`src/rtl/spring_pkg.sv`:
```
// rtl/spring_pkg.sv - shared FSM state type and saturation helper for the spring force engine
package spring_pkg;

    typedef enum logic [1:0] {
        IDLE,
        RUN,
        DRAIN,
        DONE
    } state_t;

    localparam int SAT_W = 64;

    // Clamps v into the signed range of a width-bit word; callers keep the low width bits.
    function automatic logic signed [SAT_W-1:0] sat_signed(
        input logic signed [SAT_W-1:0] v,
        input int                      width
    );
        logic signed [SAT_W-1:0] hi;
        logic signed [SAT_W-1:0] lo;
        hi = (64'sd1 <<< (width - 1)) - 64'sd1;
        lo = -hi - 64'sd1;
        if (v > hi) begin
            return hi;
        end else if (v < lo) begin
            return lo;
        end
        return v;
    endfunction

endpackage

```
`src/rtl/spring_force_lane.sv`:
```
// rtl/spring_force_lane.sv - one axis of the force pipeline: products (S1), shift and saturate (S2)
module spring_force_lane
    import spring_pkg::*;
#(
    parameter int POSITION_SIZE = 16,
    parameter int VELOCITY_SIZE = 16,
    parameter int CONST_SIZE    = 8,
    parameter int FRAC_BITS     = 4,
    parameter int FORCE_SIZE    = 16
) (
    input  logic                            clk,
    input  logic                            rst_n,
    input  logic                            en,
    input  logic signed [CONST_SIZE-1:0]    k,
    input  logic signed [CONST_SIZE-1:0]    b,
    input  logic signed [POSITION_SIZE-1:0] pos,
    input  logic signed [POSITION_SIZE-1:0] ideal,
    input  logic signed [VELOCITY_SIZE-1:0] vel,
    output logic signed [FORCE_SIZE-1:0]    force_val
);

    localparam int D_W   = POSITION_SIZE + 1;
    localparam int KD_W  = CONST_SIZE + D_W;
    localparam int BV_W  = CONST_SIZE + VELOCITY_SIZE;
    localparam int SUM_W = ((KD_W > BV_W) ? KD_W : BV_W) + 1;

    logic signed [D_W-1:0]   d;
    logic signed [KD_W-1:0]  kd;
    logic signed [KD_W-1:0]  kd_q;
    logic signed [BV_W-1:0]  bv;
    logic signed [BV_W-1:0]  bv_q;
    logic signed [SUM_W-1:0] raw;

    // Difference gets one extra bit so extreme positions cannot wrap.
    assign d   = D_W'(ideal) - D_W'(pos);
    assign kd  = KD_W'(k) * KD_W'(d);
    assign bv  = BV_W'(b) * BV_W'(vel);
    assign raw = (SUM_W'(kd_q) - SUM_W'(bv_q)) >>> FRAC_BITS;

    always_ff @(posedge clk or negedge rst_n) begin
        if (!rst_n) begin
            kd_q      <= '0;
            bv_q      <= '0;
            force_val <= '0;
        end else if (en) begin
            kd_q      <= kd;
            bv_q      <= bv;
            force_val <= FORCE_SIZE'(sat_signed(SAT_W'(raw), FORCE_SIZE));
        end
    end

endmodule

```
`src/rtl/spring_force_engine.sv`:
```
// rtl/spring_force_engine.sv - per-node spring/damper force streamer with axle reaction accumulator
module spring_force_engine
    import spring_pkg::*;
#(
    parameter int NUM_NODES     = 10,
    parameter int POSITION_SIZE = 16,
    parameter int VELOCITY_SIZE = 16,
    parameter int CONST_SIZE    = 8,
    parameter int FRAC_BITS     = 4,
    parameter int FORCE_SIZE    = 16,
    parameter int AXLE_SIZE     = FORCE_SIZE + $clog2(NUM_NODES + 1),
    localparam int IDX_W        = (NUM_NODES > 1) ? $clog2(NUM_NODES) : 1
) (
    input  logic                                              clk_in,
    input  logic                                              rst_n_in,
    input  logic                                              input_valid,
    input  logic signed [CONST_SIZE-1:0]                      k_in,
    input  logic signed [CONST_SIZE-1:0]                      b_in,
    input  logic signed [1:0][NUM_NODES-1:0][POSITION_SIZE-1:0] nodes_in,
    input  logic signed [1:0][NUM_NODES-1:0][POSITION_SIZE-1:0] ideal_nodes_in,
    input  logic signed [1:0][NUM_NODES-1:0][VELOCITY_SIZE-1:0] velocities_in,
    output logic                                              busy_out,
    output logic signed [FORCE_SIZE-1:0]                      force_x_out,
    output logic signed [FORCE_SIZE-1:0]                      force_y_out,
    output logic [IDX_W-1:0]                                  force_idx_out,
    output logic                                              force_valid_out,
    input  logic                                              force_ready_in,
    output logic signed [AXLE_SIZE-1:0]                       axle_force_x_out,
    output logic signed [AXLE_SIZE-1:0]                       axle_force_y_out,
    output logic                                              done_out
);

    localparam logic [IDX_W-1:0] LAST_IDX = IDX_W'(NUM_NODES - 1);

    state_t state, state_next;

    logic signed [CONST_SIZE-1:0]                  k_q, b_q;
    logic [1:0][NUM_NODES-1:0][POSITION_SIZE-1:0]  pos_q, ideal_q;
    logic [1:0][NUM_NODES-1:0][VELOCITY_SIZE-1:0]  vel_q;

    logic [IDX_W-1:0] issue_cnt, idx, s1_idx;
    logic             idx_valid, s1_valid;
    logic             accept, issuing, advance, handshake;

    assign handshake = force_valid_out & force_ready_in;
    // A held output beat freezes every stage behind it.
    assign advance   = ~(force_valid_out & ~force_ready_in);

    always_ff @(posedge clk_in or negedge rst_n_in) begin
        if (!rst_n_in) begin
            state <= IDLE;
        end else begin
            state <= state_next;
        end
    end

    always_comb begin
        state_next = state;
        busy_out   = 1'b0;
        done_out   = 1'b0;
        accept     = 1'b0;
        issuing    = 1'b0;
        case (state)
            IDLE: begin
                if (input_valid) begin
                    accept     = 1'b1;
                    state_next = RUN;
                end
            end
            RUN: begin
                busy_out = 1'b1;
                issuing  = advance;
                if (advance && issue_cnt == LAST_IDX) begin
                    state_next = DRAIN;
                end
            end
            DRAIN: begin
                busy_out = 1'b1;
                if (handshake && force_idx_out == LAST_IDX) begin
                    state_next = DONE;
                end
            end
            DONE: begin
                done_out   = 1'b1;
                state_next = IDLE;
            end
            default: state_next = IDLE;
        endcase
    end

    always_ff @(posedge clk_in or negedge rst_n_in) begin
        if (!rst_n_in) begin
            k_q              <= '0;
            b_q              <= '0;
            pos_q            <= '0;
            ideal_q          <= '0;
            vel_q            <= '0;
            issue_cnt        <= '0;
            idx              <= '0;
            idx_valid        <= 1'b0;
            s1_idx           <= '0;
            s1_valid         <= 1'b0;
            force_idx_out    <= '0;
            force_valid_out  <= 1'b0;
            axle_force_x_out <= '0;
            axle_force_y_out <= '0;
        end else begin
            if (accept) begin
                k_q              <= k_in;
                b_q              <= b_in;
                pos_q            <= nodes_in;
                ideal_q          <= ideal_nodes_in;
                vel_q            <= velocities_in;
                issue_cnt        <= '0;
                axle_force_x_out <= '0;
                axle_force_y_out <= '0;
            end
            if (advance) begin
                idx_valid       <= issuing;
                s1_valid        <= idx_valid;
                s1_idx          <= idx;
                force_valid_out <= s1_valid;
                force_idx_out   <= s1_idx;
                if (issuing) begin
                    idx       <= issue_cnt;
                    issue_cnt <= issue_cnt + IDX_W'(1);
                end
            end
            if (handshake) begin
                axle_force_x_out <= axle_force_x_out - AXLE_SIZE'(force_x_out);
                axle_force_y_out <= axle_force_y_out - AXLE_SIZE'(force_y_out);
            end
        end
    end

    spring_force_lane #(
        .POSITION_SIZE(POSITION_SIZE),
        .VELOCITY_SIZE(VELOCITY_SIZE),
        .CONST_SIZE   (CONST_SIZE),
        .FRAC_BITS    (FRAC_BITS),
        .FORCE_SIZE   (FORCE_SIZE)
    ) lane_x (
        .clk      (clk_in),
        .rst_n    (rst_n_in),
        .en       (advance),
        .k        (k_q),
        .b        (b_q),
        .pos      (pos_q[0][idx]),
        .ideal    (ideal_q[0][idx]),
        .vel      (vel_q[0][idx]),
        .force_val(force_x_out)
    );

    spring_force_lane #(
        .POSITION_SIZE(POSITION_SIZE),
        .VELOCITY_SIZE(VELOCITY_SIZE),
        .CONST_SIZE   (CONST_SIZE),
        .FRAC_BITS    (FRAC_BITS),
        .FORCE_SIZE   (FORCE_SIZE)
    ) lane_y (
        .clk      (clk_in),
        .rst_n    (rst_n_in),
        .en       (advance),
        .k        (k_q),
        .b        (b_q),
        .pos      (pos_q[1][idx]),
        .ideal    (ideal_q[1][idx]),
        .vel      (vel_q[1][idx]),
        .force_val(force_y_out)
    );

endmodule

```
`config.mk`:
```
export PLATFORM = sky130hd
export DESIGN_NAME = spring_force_engine
export DESIGN_NICKNAME = d
export VERILOG_FILES = /design/src/rtl/spring_pkg.sv /design/src/rtl/spring_force_lane.sv /design/src/rtl/spring_force_engine.sv
export SDC_FILE = /design/constraint.sdc
export NUM_CORES = 2
export LEC_CHECK = 0
export CORE_MARGIN = 8
export CORE_UTILIZATION = 35
export DETAILED_ROUTE_END_ITERATION = 8
export PLACE_DENSITY = 0.58
export SETUP_SLACK_MARGIN = 0.1
export SLEW_MARGIN = 20
export SYNTH_ARGS = -nofsm -noshare
export SYNTH_HDL_FRONTEND = slang
export SYNTH_HIERARCHICAL = 1
export SYNTH_SLANG_ARGS = --single-unit
```
`constraint.sdc`:
```
create_clock -name clk_in -period 10.39 [get_ports clk_in]
set_input_delay 2.078 -clock clk_in [delete_from_list [all_inputs] [get_ports clk_in]]
set_output_delay 2.078 -clock clk_in [all_outputs]
set_load 0.01 [all_outputs]
```
==> metrics.md <==
| Metric | Value |
|---|---|
| Tightest Pin Transition | 1.37 ns |
| Setup violators final | 0 |
| Core Rows | 170 |
| Overflow left after global routing | 0 |
| Synthesis-to-finish area growth | 24.6% |
| Crit path DAT | 9.69 ns |
| Final setup TNS | 0 ns |
| Synthesized Nets | 10069 |
| Core area | 214000 µm² |
| Period utilization | 0.870 |
| Chip height | 479 µm |
| I/O Buffers | 1058 |
| Peak Freq | 111 MHz |
| Initial Utilization | 0.351 |
| Required @ worst endpoint | 11.05 ns |
| FF+latch count, synth | 1167 |
| Deepest clock path buffer count | 3 |
| Layout cells sized above 1 | 0.0715 |
| Main synth FF type | dfrtp_1 |
| Fin. max-slew vios | 0 |
| Adder-Cell Fraction of Synth Area | 0.166 |
| Post-DP HPWL | 216000 µm |
| Compound-Gate Fraction of Synth Area | 0.0634 |
| Via Count | 62313 |
| Crit path time final | 9.04 ns |
| Clk_lat worst skew | 0.81 ns |
| Largest cells by area after synthesis | dfrtp_1 (39%), nand2_1 (17%), fa_1 (11%), mux4_2 (5.8%), ha_1 (5.2%) |
| XOR/XNOR share of the synthesized area | 0.0196 |
| Total die area | 229000 µm² |
| Post-synth EDFFs | 0 |
| Worst-path fanout max | 29 |
| DIE WIDTH | 479 µm |
| Vias per Instance | 5.09 |
| # DRC | 0 |
| Outcome | finished, final reports clean |
| Worst hold path class | reg -> reg |
| GRT Resource Usage Total | 0.236 |
| Simple-gate portion of the synthesized area | 0.224 |
| DR WL/cell | 22.7 µm |
| Placer Congestion | 0.893 |
| Clock Skews | 0.0663 ns |
| Post-Syn Area | 75000 µm² |
| Number of global-route vias before repair | 63604 |
| Largest net degree at the start of global routing | 199 |
| CTS Hold Bufs | 0 |
| Netlist cell types | 89 |
| Fill count | 20868 |
| WL final | 278000 µm |
| Post-synth ARST share | 1.00 |
| Final Hold Fails | 0 |
| Detailed Route Iter0 Violations | 4997 |
| Crit Path Class | reg -> reg |
| Syn_area_per_cell | 8.98 µm² |
| H-tree depth | 4 |
| Resized Gates After CTS | 0 |
| Post-synth top area share | 0.389 |
| Setup crit end kind | flop |
| Max Cap Violations | 0 |
| Initial antenna violation count | 94 |
| Nets | 10972 |
| CTS Buf Count | 139 |
| CTS tree | built |
| Post-synthesis sequential area ratio | 0.389 |
| Setup bufs post-CTS | 0 |
| First-pass GRT wire length | 411000 µm |
| Main combinational cell family by area after synthesis | simple AND/OR/NAND/NOR gates |
| IO Pins | 1059 |
| Root buffer cell | clkbuf_16 |
| Startpoint Class | flop |
| RSZ-0062 raised after global routing | false |
| Post-synthesis mux area share | 0.0809 |
| Yosys warns | 6 |
| Leading area contributor after synthesis | dfrtp_1 |
| Clk sink count | 1167 |
| R2r setup slk | 1.35 ns |
| Clock Pin Slew Worst Setup and Hold Paths | 0.06 ns |
| Slew HR | 0.0867 |
| Antenna Nets Post-Route | 0 |
| Mapped Cells | 8352 |
| DR pass1 iterations | 5 |
==> cell usage after synthesis (all sizes together) (27+ instances only) <==
cell type / number
mux4: 192
a221oi: 100
nand2: 3323
and3: 27
nor2: 138
fa: 428
xor2: 49
nand2b: 63
dfrtp: 1167
xnor2: 119
ha: 309
nand3: 69
buf: 40
clkbuf: 355
nor3: 33
inv: 720
a21o: 43
o21ai: 171
and2: 299
a21oi: 227
nor2b: 73
mux2: 144
==> logic make-up (layout without fill, tap and decap cells) <==
group / after synthesis / count (layout)
fa+ha+maj: 737 / 737
flops: 1167 / 1167
simple gates: 4087 / 4087
buf+inv: 1116 / 2126
compound gates: 729 / 729
other cells: 0 / 54
mux: 348 / 348
xor+xnor: 168 / 168
==> stage by stage <==
step / util / setup WS, ns / instances / cell area, µm² / hold WS, ns
after floorplan: - / 2.64 / 8352 / 75000 / 0.430
after global placement: 0.414 / 1.49 / 11950 / 88600 / 0.451
after detailed placement: 0.414 / 1.45 / 11950 / 88600 / 0.450
after CTS: 0.436 / 1.39 / 12198 / 93300 / 0.470
after global routing: 0.437 / 0.734 / 12239 / 93400 / 0.484
final: 0.437 / 1.35 / 12254 / 93500 / 0.467
==> placed cells by master (no fill, tap or decap), types with 68 or more instances in the layout <==
cell type	Yosys	final
a21oi_1	225	221
a221oi_1	100	100
and2_1	298	297
buf_4	1	83
clkbuf_16	0	141
clkdlybuf4s50_1	0	1057
dfrtp_1	1167	1164
fa_1	428	428
ha_1	309	309
inv_1	719	718
mux2_2	114	114
mux4_2	192	192
nand2_1	3322	3321
nand3_1	68	68
nor2_1	138	136
nor2b_1	73	73
o21ai_0	134	134
xnor2_1	119	119
==> worst paths after layout <==
| kind | to | depth (start not counted) | from |
|---|---|---|---|
| setup / recovery | lane_y/kd_q[24] | 27 | idx[0] |
| hold / removal | force_valid_out | 1 | s1_valid |
| setup reg to reg | lane_y/kd_q[24] | 27 | idx[0] |
| hold reg to reg | force_valid_out | 1 | s1_valid |
| max in group asynchronous | b_q[1] | 3 | rst_n_in |
| min in group asynchronous | ideal_q[149] | 1 | rst_n_in |
==> final cells by class <==
class / count / area (µm²) / area share
Clock inverter: 41 / 608 / 0.00650
Clock buffer: 207 / 4120 / 0.0440
Inverter: 721 / 2710 / 0.0290
Timing Repair Buffer: 1157 / 11500 / 0.123
Antenna cell: 54 / 135 / 0.00145
Tap cell: 2838 / 3550 / 0.0380
Sequential cell: 1167 / 29200 / 0.313
Multi-Input combinational cell: 6069 / 41600 / 0.445
==> state kept, by name (all words and copies together), names as in the netlist, 8 cells and up <==
register	cells
ideal_q	320
axle_force_y_out	20
lane_x/force_val	16
lane_x/kd_q	25
vel_q	320
lane_y/kd_q	25
lane_y/bv_q	24
pos_q	320
lane_y/force_val	16
b_q	8
lane_x/bv_q	24
k_q	8
axle_force_x_out	20
==> routing by layer <==
layer	vias up	GRT usage	routed length [µm]	part of all wire
met4	30	0.0988	12600	0.045
met5	-	0	210	0.00075
li1	28478	-	-	-
met1	31254	0.312	117000	0.42
met3	466	0.0504	18300	0.066
met2	2085	0.379	130000	0.47
==> critical path, cell delays in order, from the launching register on <==
cell      delay, ns
dfrtp_4        0.76
buf_12         0.30
buf_4          0.54
mux4_2         0.67
a221oi_1       0.34
a21oi_1        0.09
ha_1           0.24
or3_1          0.44
or3_1          0.32
nor3_1         0.23
nor4_1         0.12
xnor2_1        0.65
nor2b_1        0.15
fa_1           0.56
inv_1          0.05
fa_1           0.57
fa_1           0.45
fa_1           0.49
inv_1          0.04
ha_1           0.35
a21o_1         0.18
a21o_1         0.16
a21oi_1        0.26
o21a_1         0.19
o211ai_1       0.11
a31oi_1        0.22
xnor2_1        0.08
mux2_2         0.26
Power is left out: the tool's default activity adds up to more than one toggle a clock period on the data nets, which glitch-free logic cannot reach.
